File: src/rtl/universal_shift_register_if.sv
// Bus bundle for universal_shift_register: control/data inputs and register/status outputs.
// The master modport drives the operation; the slave modport is the register itself.
interface universal_shift_register_if #(
  parameter int n = 8
);
  localparam int CW = $clog2(n) + 1;

  logic [2:0]    mode;
  logic          SI_R;
  logic          SI_L;
  logic [n-1:0]  D;
  logic          start;
  logic [CW-1:0] count;
  logic [n-1:0]  Q;
  logic          SO_R;
  logic          SO_L;
  logic          busy;
  logic          done;

  modport master (
    output mode, SI_R, SI_L, D, start, count,
    input  Q, SO_R, SO_L, busy, done
  );

  modport slave (
    input  mode, SI_R, SI_L, D, start, count,
    output Q, SO_R, SO_L, busy, done
  );
endinterface

File: src/rtl/universal_shift_register.sv
// n-bit universal shift register (hold/shift/rotate/arith-shift/load/clear) with an optional
// multi-step burst FSM compiled in by defining UNIVERSAL_SHIFT_REGISTER_BURST_EN.
module universal_shift_register #(
  parameter int n = 8
) (
  input logic                      clk,
  input logic                      reset_n,
  universal_shift_register_if.slave bus
);
  localparam int CW = $clog2(n) + 1;

  typedef enum logic [2:0] {
    HOLD  = 3'b000,
    SHR   = 3'b001,
    SHL   = 3'b010,
    LOAD  = 3'b011,
    ROTR  = 3'b100,
    ROTL  = 3'b101,
    ASHR  = 3'b110,
    CLEAR = 3'b111
  } mode_e;

  logic [n-1:0] r_q;
  mode_e        w_mode;

  assign w_mode   = mode_e'(bus.mode);
  assign bus.Q    = r_q;
  assign bus.SO_R = r_q[0];
  assign bus.SO_L = r_q[n-1];

  // One-step next value for any operation; shared by direct execution and burst steps.
  function automatic logic [n-1:0] f_next(input mode_e op, input logic [n-1:0] q,
                                          input logic [n-1:0] d, input logic si_r,
                                          input logic si_l);
    logic [n-1:0] v;
    // NOTE: default-assign before the case so every path defines v and no latch is implied.
    v = q;
    case (op)
      SHR:     v = {si_r, q[n-1:1]};
      SHL:     v = {q[n-2:0], si_l};
      LOAD:    v = d;
      ROTR:    v = {q[0], q[n-1:1]};
      ROTL:    v = {q[n-2:0], q[n-1]};
      ASHR:    v = {q[n-1], q[n-1:1]};
      CLEAR:   v = '0;
      default: v = q;
    endcase
    return v;
  endfunction

`ifdef UNIVERSAL_SHIFT_REGISTER_BURST_EN
  typedef enum logic {IDLE, RUN} state_e;

  localparam logic [CW-1:0] N_MAX = CW'(n);

  state_e        r_state;
  mode_e         r_mode;
  logic [CW-1:0] r_cnt;
  logic          r_busy;
  logic          r_done;
  logic          w_shift_op;
  logic          w_accept;
  logic [CW-1:0] w_cnt_clamped;

  assign w_shift_op    = w_mode inside {SHR, SHL, ROTR, ROTL, ASHR};
  assign w_accept      = bus.start && (bus.count != '0) && w_shift_op;
  assign w_cnt_clamped = (bus.count > N_MAX) ? N_MAX : bus.count;
  assign bus.busy      = r_busy;
  assign bus.done      = r_done;

  // NOTE: sequential state uses non-blocking assignments so every register samples pre-edge values.
  always_ff @(posedge clk or negedge reset_n) begin
    if (!reset_n) begin
      r_q     <= '0;
      r_state <= IDLE;
      r_mode  <= HOLD;
      r_cnt   <= '0;
      r_busy  <= 1'b0;
      r_done  <= 1'b0;
    end else begin
      r_done <= 1'b0;
      case (r_state)
        IDLE: begin
          if (w_accept) begin
            r_mode  <= w_mode;
            r_cnt   <= w_cnt_clamped;
            r_busy  <= 1'b1;
            r_state <= RUN;
          end else begin
            r_q <= f_next(w_mode, r_q, bus.D, bus.SI_R, bus.SI_L);
          end
        end
        RUN: begin
          r_q   <= f_next(r_mode, r_q, bus.D, bus.SI_R, bus.SI_L);
          r_cnt <= r_cnt - CW'(1);
          if (r_cnt == CW'(1)) begin
            r_busy  <= 1'b0;
            r_done  <= 1'b1;
            r_state <= IDLE;
          end
        end
        default: r_state <= IDLE;
      endcase
    end
  end
`else
  logic w_unused;

  assign w_unused = &{1'b0, bus.start, bus.count};
  assign bus.busy = 1'b0;
  assign bus.done = 1'b0;

  always_ff @(posedge clk or negedge reset_n) begin
    if (!reset_n) r_q <= '0;
    else          r_q <= f_next(w_mode, r_q, bus.D, bus.SI_R, bus.SI_L);
  end
`endif

endmodule

File: src/flat_wrapper.sv
// flat-port wrapper written by rule: the top's interface ports become plain ports
module universal_shift_register_flat 
#(
  parameter int n = 8
)
  (clk, reset_n, bus_mode, bus_SI_R, bus_SI_L, bus_D, bus_start, bus_count, bus_Q, bus_SO_R, bus_SO_L, bus_busy, bus_done);
  universal_shift_register_if #(.n(n)) bus_i ();
  input logic clk;
  input logic reset_n;
  input wire logic [$bits(bus_i.mode)-1:0] bus_mode;
  input wire logic [$bits(bus_i.SI_R)-1:0] bus_SI_R;
  input wire logic [$bits(bus_i.SI_L)-1:0] bus_SI_L;
  input wire logic [$bits(bus_i.D)-1:0] bus_D;
  input wire logic [$bits(bus_i.start)-1:0] bus_start;
  input wire logic [$bits(bus_i.count)-1:0] bus_count;
  output wire logic [$bits(bus_i.Q)-1:0] bus_Q;
  output wire logic [$bits(bus_i.SO_R)-1:0] bus_SO_R;
  output wire logic [$bits(bus_i.SO_L)-1:0] bus_SO_L;
  output wire logic [$bits(bus_i.busy)-1:0] bus_busy;
  output wire logic [$bits(bus_i.done)-1:0] bus_done;
  assign bus_i.mode = bus_mode;
  assign bus_i.SI_R = bus_SI_R;
  assign bus_i.SI_L = bus_SI_L;
  assign bus_i.D = bus_D;
  assign bus_i.start = bus_start;
  assign bus_i.count = bus_count;
  assign bus_Q = bus_i.Q;
  assign bus_SO_R = bus_i.SO_R;
  assign bus_SO_L = bus_i.SO_L;
  assign bus_busy = bus_i.busy;
  assign bus_done = bus_i.done;
  universal_shift_register #(.n(n)) u_core (.clk(clk), .reset_n(reset_n), .bus(bus_i));
endmodule
File: config.mk
export PLATFORM = sky130hd
export DESIGN_NAME = universal_shift_register_flat
export DESIGN_NICKNAME = d
export VERILOG_FILES = /design/src/rtl/universal_shift_register_if.sv /design/src/rtl/universal_shift_register.sv /design/src/flat_wrapper.sv
export SDC_FILE = /design/constraint.sdc
export NUM_CORES = 1
export LEC_CHECK = 0
export ABC_CLOCK_PERIOD_IN_PS = 1500
export CAP_MARGIN = 20
export CORE_MARGIN = 5
export CORE_UTILIZATION = 42
export DETAILED_ROUTE_END_ITERATION = 6
export HOLD_SLACK_MARGIN = 0.06
export PLACE_DENSITY = 0.76
export SLEW_MARGIN = 5
export SYNTH_ARGS = -nofsm -noshare
export SYNTH_HDL_FRONTEND = slang
export SYNTH_SLANG_ARGS = --single-unit
File: constraint.sdc
create_clock -name clk -period 1.5 [get_ports clk]
set_clock_uncertainty 0.2 [all_clocks]
set_input_delay 0.15 -clock clk [delete_from_list [all_inputs] [get_ports clk]]
set_output_delay 0.15 -clock clk [all_outputs]
set_load 0.1 [all_outputs]
# Word-level counts from Yosys, hierarchy flattened
# Cells that the tools add are included.
# classes
n_addsub	0
n_mul	0
div_mod_pow	0
magnitude_cmp	0
n_eq_ne	7
shift	0
n_mux	1
n_bitwise	1
n_reduce_logical	3
# op_table
operator	count
8-bit one-hot mux with 7 select lines	1
3-bit == test (second input constant)	4
7-bit nonzero test	1
3-bit by 2-bit == test with 1-bit output (second input constant)	2
6-bit nonzero test	1
3-bit by 1-bit == test with 1-bit output (second input constant)	1
2-bit AND reduction	1
1-bit inverter	1
# word_totals
ff_bits	8
latch_bits	0
ram_bits	0
romBits	0
inputBits	20
output_inout_bits	12
elab_cells	14
memories	0

# Depth between registers and ports, before layout
# Gate-level depths: netlist of the first run.
# depth
word_depth	3
depth_mapped	6
mapped_depth_nobuf	3

# Worst setup path before layout of the first run
# Ideal clock, no wire load.
# synth_timing
path_type	flip-flop to flip-flop
startpoint	reg u_core.r_q[6], in the netlist u_core.bus.Q[6]
endpoint	reg u_core.r_q[7], in the netlist u_core.bus.Q[7]
setup_time_ps	94
arrival_time_ps	1588
required_time_ps	1206
path_slack_ps	-382
path_stages_with_launch	4
path_buffers	0
synth_period_minus_slack_ps	1882
cell_sequence	dfrtp_1 > inv_1 > a221o_1 > a221oi_2
# synth_between
elab_chain_cells	1
# synth_lines
item	line	text
start: declaration	universal_shift_register.sv:23	logic [n-1:0] r_q;
start signal: assignment	universal_shift_register.sv:115	else r_q <= f_next(w_mode, r_q, bus.D, bus.SI_R, bus.SI_L);
8-bit one-hot mux with 7 select lines	universal_shift_register.sv:38	case (op)
# Every way passes these cells.
# A chain may end at the register's enable or synchronous reset.

# Worst setup path after layout of the first run
# layout_timing
startpoint	in bus_mode[2]
endpoint	reg u_core.r_q[7], in the netlist u_core.bus.Q[7]
# layout_between
elab_chain_cells	3
elab_cells_between_ends	11
classes_between	eq/ne: 7; mux: 1; bitwise: 1; reduce/logical: 2
# layout_lines
item	line	text
start: declaration	flat_wrapper.sv:10	input wire logic [$bits(bus_i.mode)-1:0] bus_mode;
3-bit by 1-bit == test with 1-bit output, or another cell as far along	universal_shift_register.sv:38	
6-bit nonzero test (no line) or 1-bit inverter (tied branches)	n/a	
2-bit AND reduction (no line)	n/a	
# Parallel ways exist; a longest one is shown, timed or not.

==> results.yml, run 1 <==
power_and_ir_drop:
  p_switching_uw: 545
  p_per_area_mw_per_mm2: 949
  p_leak_uw: 0.000484
  ir_drop_uv: 509
  clkPwrFrac_pct: 15.5
  power_frac_seq_pct: 25.1
  pwr-share-comb_pct: 59.4
  netSwitchingFraction_pct: 46.5
  finalPower_uw: 1170
  internal_power_uw: 628
critical_path:
  crit_path_top_delay_cell: "clkdlybuf4s50_1"
  critPathRequiredTime_ns: 1.47
  crit_family: "buffers and inverters"
  crit_arrival_ns: 1.38
  critPathMaxStageDelay_ns: 0.48
  crit_chain: "clkdlybuf4s50_1 -> buf_4 -> a221o_1 -> a221oi_2"
  worstPathMaxFanout: 5
  cp_num_buf_inv: 2
  critPathLaunchType: "primary input"
  timing.setup.critical_path_class: "primary input to flip-flop"
  crit_path_end_kind: "flip-flop"
worst_hold_path:
  holdCritPathClass: "flip-flop to flip-flop"
synthesis:
  async_flop_share_pct: 100
  yosysTopAreaCell: "dfrtp_1"
  synth.top_cell.area_share_pct: 25.6
  synthCells: 91
  ys_seq_area_share_pct: 25.6
  yosysMostFrequentCell: "nand2_1"
  synth_edf_count: 0
  synth_seq_cells: 8
  ys_warn_count: 0
  yosys_most_used_dff: "dfrtp_1"
  synth_area_leaders: "dfrtp_1 (26%), mux2_2 (10%), nand2_1 (6.2%)"
  avgSynthCellArea_sq_um: 8.59
  ys_top_cells_by_count: "nand2_1 (13), dfrtp_1 (8), mux2_2 (7)"
  synth_area_sq_um: 782
  synth_cell_type_count: 29
timing:
  timing.fmax_mhz: 708
  setup_viol: 0
  final_max_slew_viol_count: 0
  rsz0062_at_grt: "no"
  fin_crit_ns: 1.41
  finalHoldViolCount: 0
  fin_ws_ns: 0.0872
  fin_crit_sh_pct: 94.2
  timing.hold.ws_ns: 0.399
routing:
  wl_per_cell_microns: 13.9
  wl_met1_microns: 942
  drt-total-wl_microns: 2030
  initialDrtViolationCount: 17
  num_vias: 795
  postRouteAntennaNets: 0
  top_layer: "met4"
  met2_length_microns: 970
  wl_met3_microns: 101
  drc: 0
  viasPerCell: 5.45
  drtPass1Iterations: 4
cts:
  clkSlewWorstSetupHoldPaths_ns: 0.06
  clock_latency_ns: 0.26
  post_cts_buffers: 0
  cts_htree_levels: 1
  cts_made_buffers: 3
  cts.sink_count: 8
  clk_path_buf_depth: 2
  clock-root-buffer: "clkbuf_4"
  cts_tree: "built"
cells_and_area:
  fin_util_pct: 70.8
  drive_above_1_share_pct: 39.7
  fill_cells: 137
  seqCellArea_sq_um: 215
  num_antenna_cells: 0
  multi_input_area_sq_um: 485
  largest_reg_flops: 8
  layoutNonFillerInstCount: 146
  layout.nets: 143
  area_delta_synth_final_pct: 58.1
floorplanning:
  die_y_microns: 53.2
  fp-row-count: 15
  start_util_pct: 44.8
  io_pins: 32
  coreArea_sq_mm: 0.00175
  die-area_sq_mm: 0.00282
  die_w_microns: 53.2
placed_design:
  dp_hpwl_microns: 1530
  place_ws_ns: -0.301
  gp_congestion: 0.808
  portBuffers: 24
  placed_cells: 142
global_routing:
  grt-ovfl-total: 0
  grt_pass1_wl_microns: 3370
  grt_pass1_vias: 763
  antenna_found_initial: 0
  grtUsageTotal_pct: 16.4
  grt_start_max_net_pins: 20
status:
  outcome: "finished clean"
job:
  max_cap_violations: 0
==> per-stage QoR <==
step	instance area (sq um)	setup TNS [ns]
final	1240	0
after global routing	1240	0
after CTS	1230	0
after detailed placement	1200	-2.24
after global placement	1200	-2.05
after floorplan	808	-0.147
==> per-layer routing <==
metal  vias to the layer above  track usage (%)
li1                        381                -
met4                         0             6.38
met3                         2             3.94
met2                        18             26.9
met1                       394             20.4
met5                         -                0
==> final timing paths <==
| check | start | end | slack [ns] | depth (start not counted) |
|---|---|---|---|---|
| min reg2reg | u_core.bus.Q[5]$_DFFE_PN0P_ | u_core.bus.Q[6]$_DFFE_PN0P_ | 0.40 | 2 |
| max in group asynchronous | reset_n | u_core.bus.Q[7]$_DFFE_PN0P_ | 0.24 | 2 |
| max | bus_mode[2] | u_core.bus.Q[7]$_DFFE_PN0P_ | 0.09 | 4 |
| min in group asynchronous | reset_n | u_core.bus.Q[1]$_DFFE_PN0P_ | 0.54 | 2 |
| max reg2reg | u_core.bus.Q[1]$_DFFE_PN0P_ | u_core.bus.Q[0]$_DFFE_PN0P_ | 0.14 | 3 |
| min | u_core.bus.Q[5]$_DFFE_PN0P_ | u_core.bus.Q[6]$_DFFE_PN0P_ | 0.40 | 2 |
==> cells in the final DEF, fill, tap and decap left out, types with 5 or more instances in the layout <==
| cell type | count |
|---|---|
| clkdlybuf4s50_1 | 13 |
| dfrtp_2 | 6 |
| a21o_1 | 5 |
| nand2_1 | 13 |
| nand3b_1 | 5 |
| mux2_2 | 6 |
| o211ai_1 | 5 |
| buf_4 | 14 |
| nor3b_1 | 6 |
| buf_12 | 11 |
| a21oi_1 | 5 |
==> power by group through the flow <==
stage | clock network [uW] | logic, uW | registers [uW]
floorplan | 0 | 240 | 500
global placement | 0 | 691 | 298
detailed placement | 0 | 698 | 299
CTS | 185 | 700 | 295
global route | 203 | 727 | 301
finish | 182 | 697 | 295
==> cell type report <==
cell class / count / share of cell area [%]
Tap cell: 25 / 2.53
Clock buffer: 3 / 1.82
Inverter: 2 / 0.607
Multi-Input combinational cell: 68 / 39.3
Timing Repair Buffer: 40 / 38.4
Sequential cell: 8 / 17.4
==> logic make-up (layout without fill, tap and decap cells) <==
logic type | after synthesis | in the layout | share of synthesized area (%)
and+or+nand+nor | 32 | 32 | 24.0
AOI/OAI and AO/OA | 26 | 26 | 24.6
other | 1 | 2 | 0.480
DFF | 8 | 8 | 25.6
buffers and inverters | 16 | 45 | 13.9
muxes | 8 | 8 | 11.4
==> worst reg2reg max path: stages (launching register included) <==
cell and delay (ns):
dfrtp_4 0.47, mux2_2 0.27, a22oi_1 0.18, o221ai_1 0.12
==> timing repair <==
| item | CTS | global route |
|---|---|---|
| gates resized for setup | 1 | 1 |
| endpoints found under the setup margin | 6 | 3 |
| hold buffers | 1 | 0 |
| hold endpoints to repair | 8 | 0 |
Power figures use the tool's default switching activity.
==> run 2, diff against run 1 <==
--- a/config.mk
+++ b/config.mk
@@ -9,6 +9,7 @@
 export CAP_MARGIN = 20
 export CORE_MARGIN = 5
 export CORE_UTILIZATION = 42
+export CTS_CLUSTER_DIAMETER = 40
 export DETAILED_ROUTE_END_ITERATION = 6
 export HOLD_SLACK_MARGIN = 0.06
 export PLACE_DENSITY = 0.76
==> results of run 2 <==
No change in the layout: final DEF, timing and power equal those of run 1.
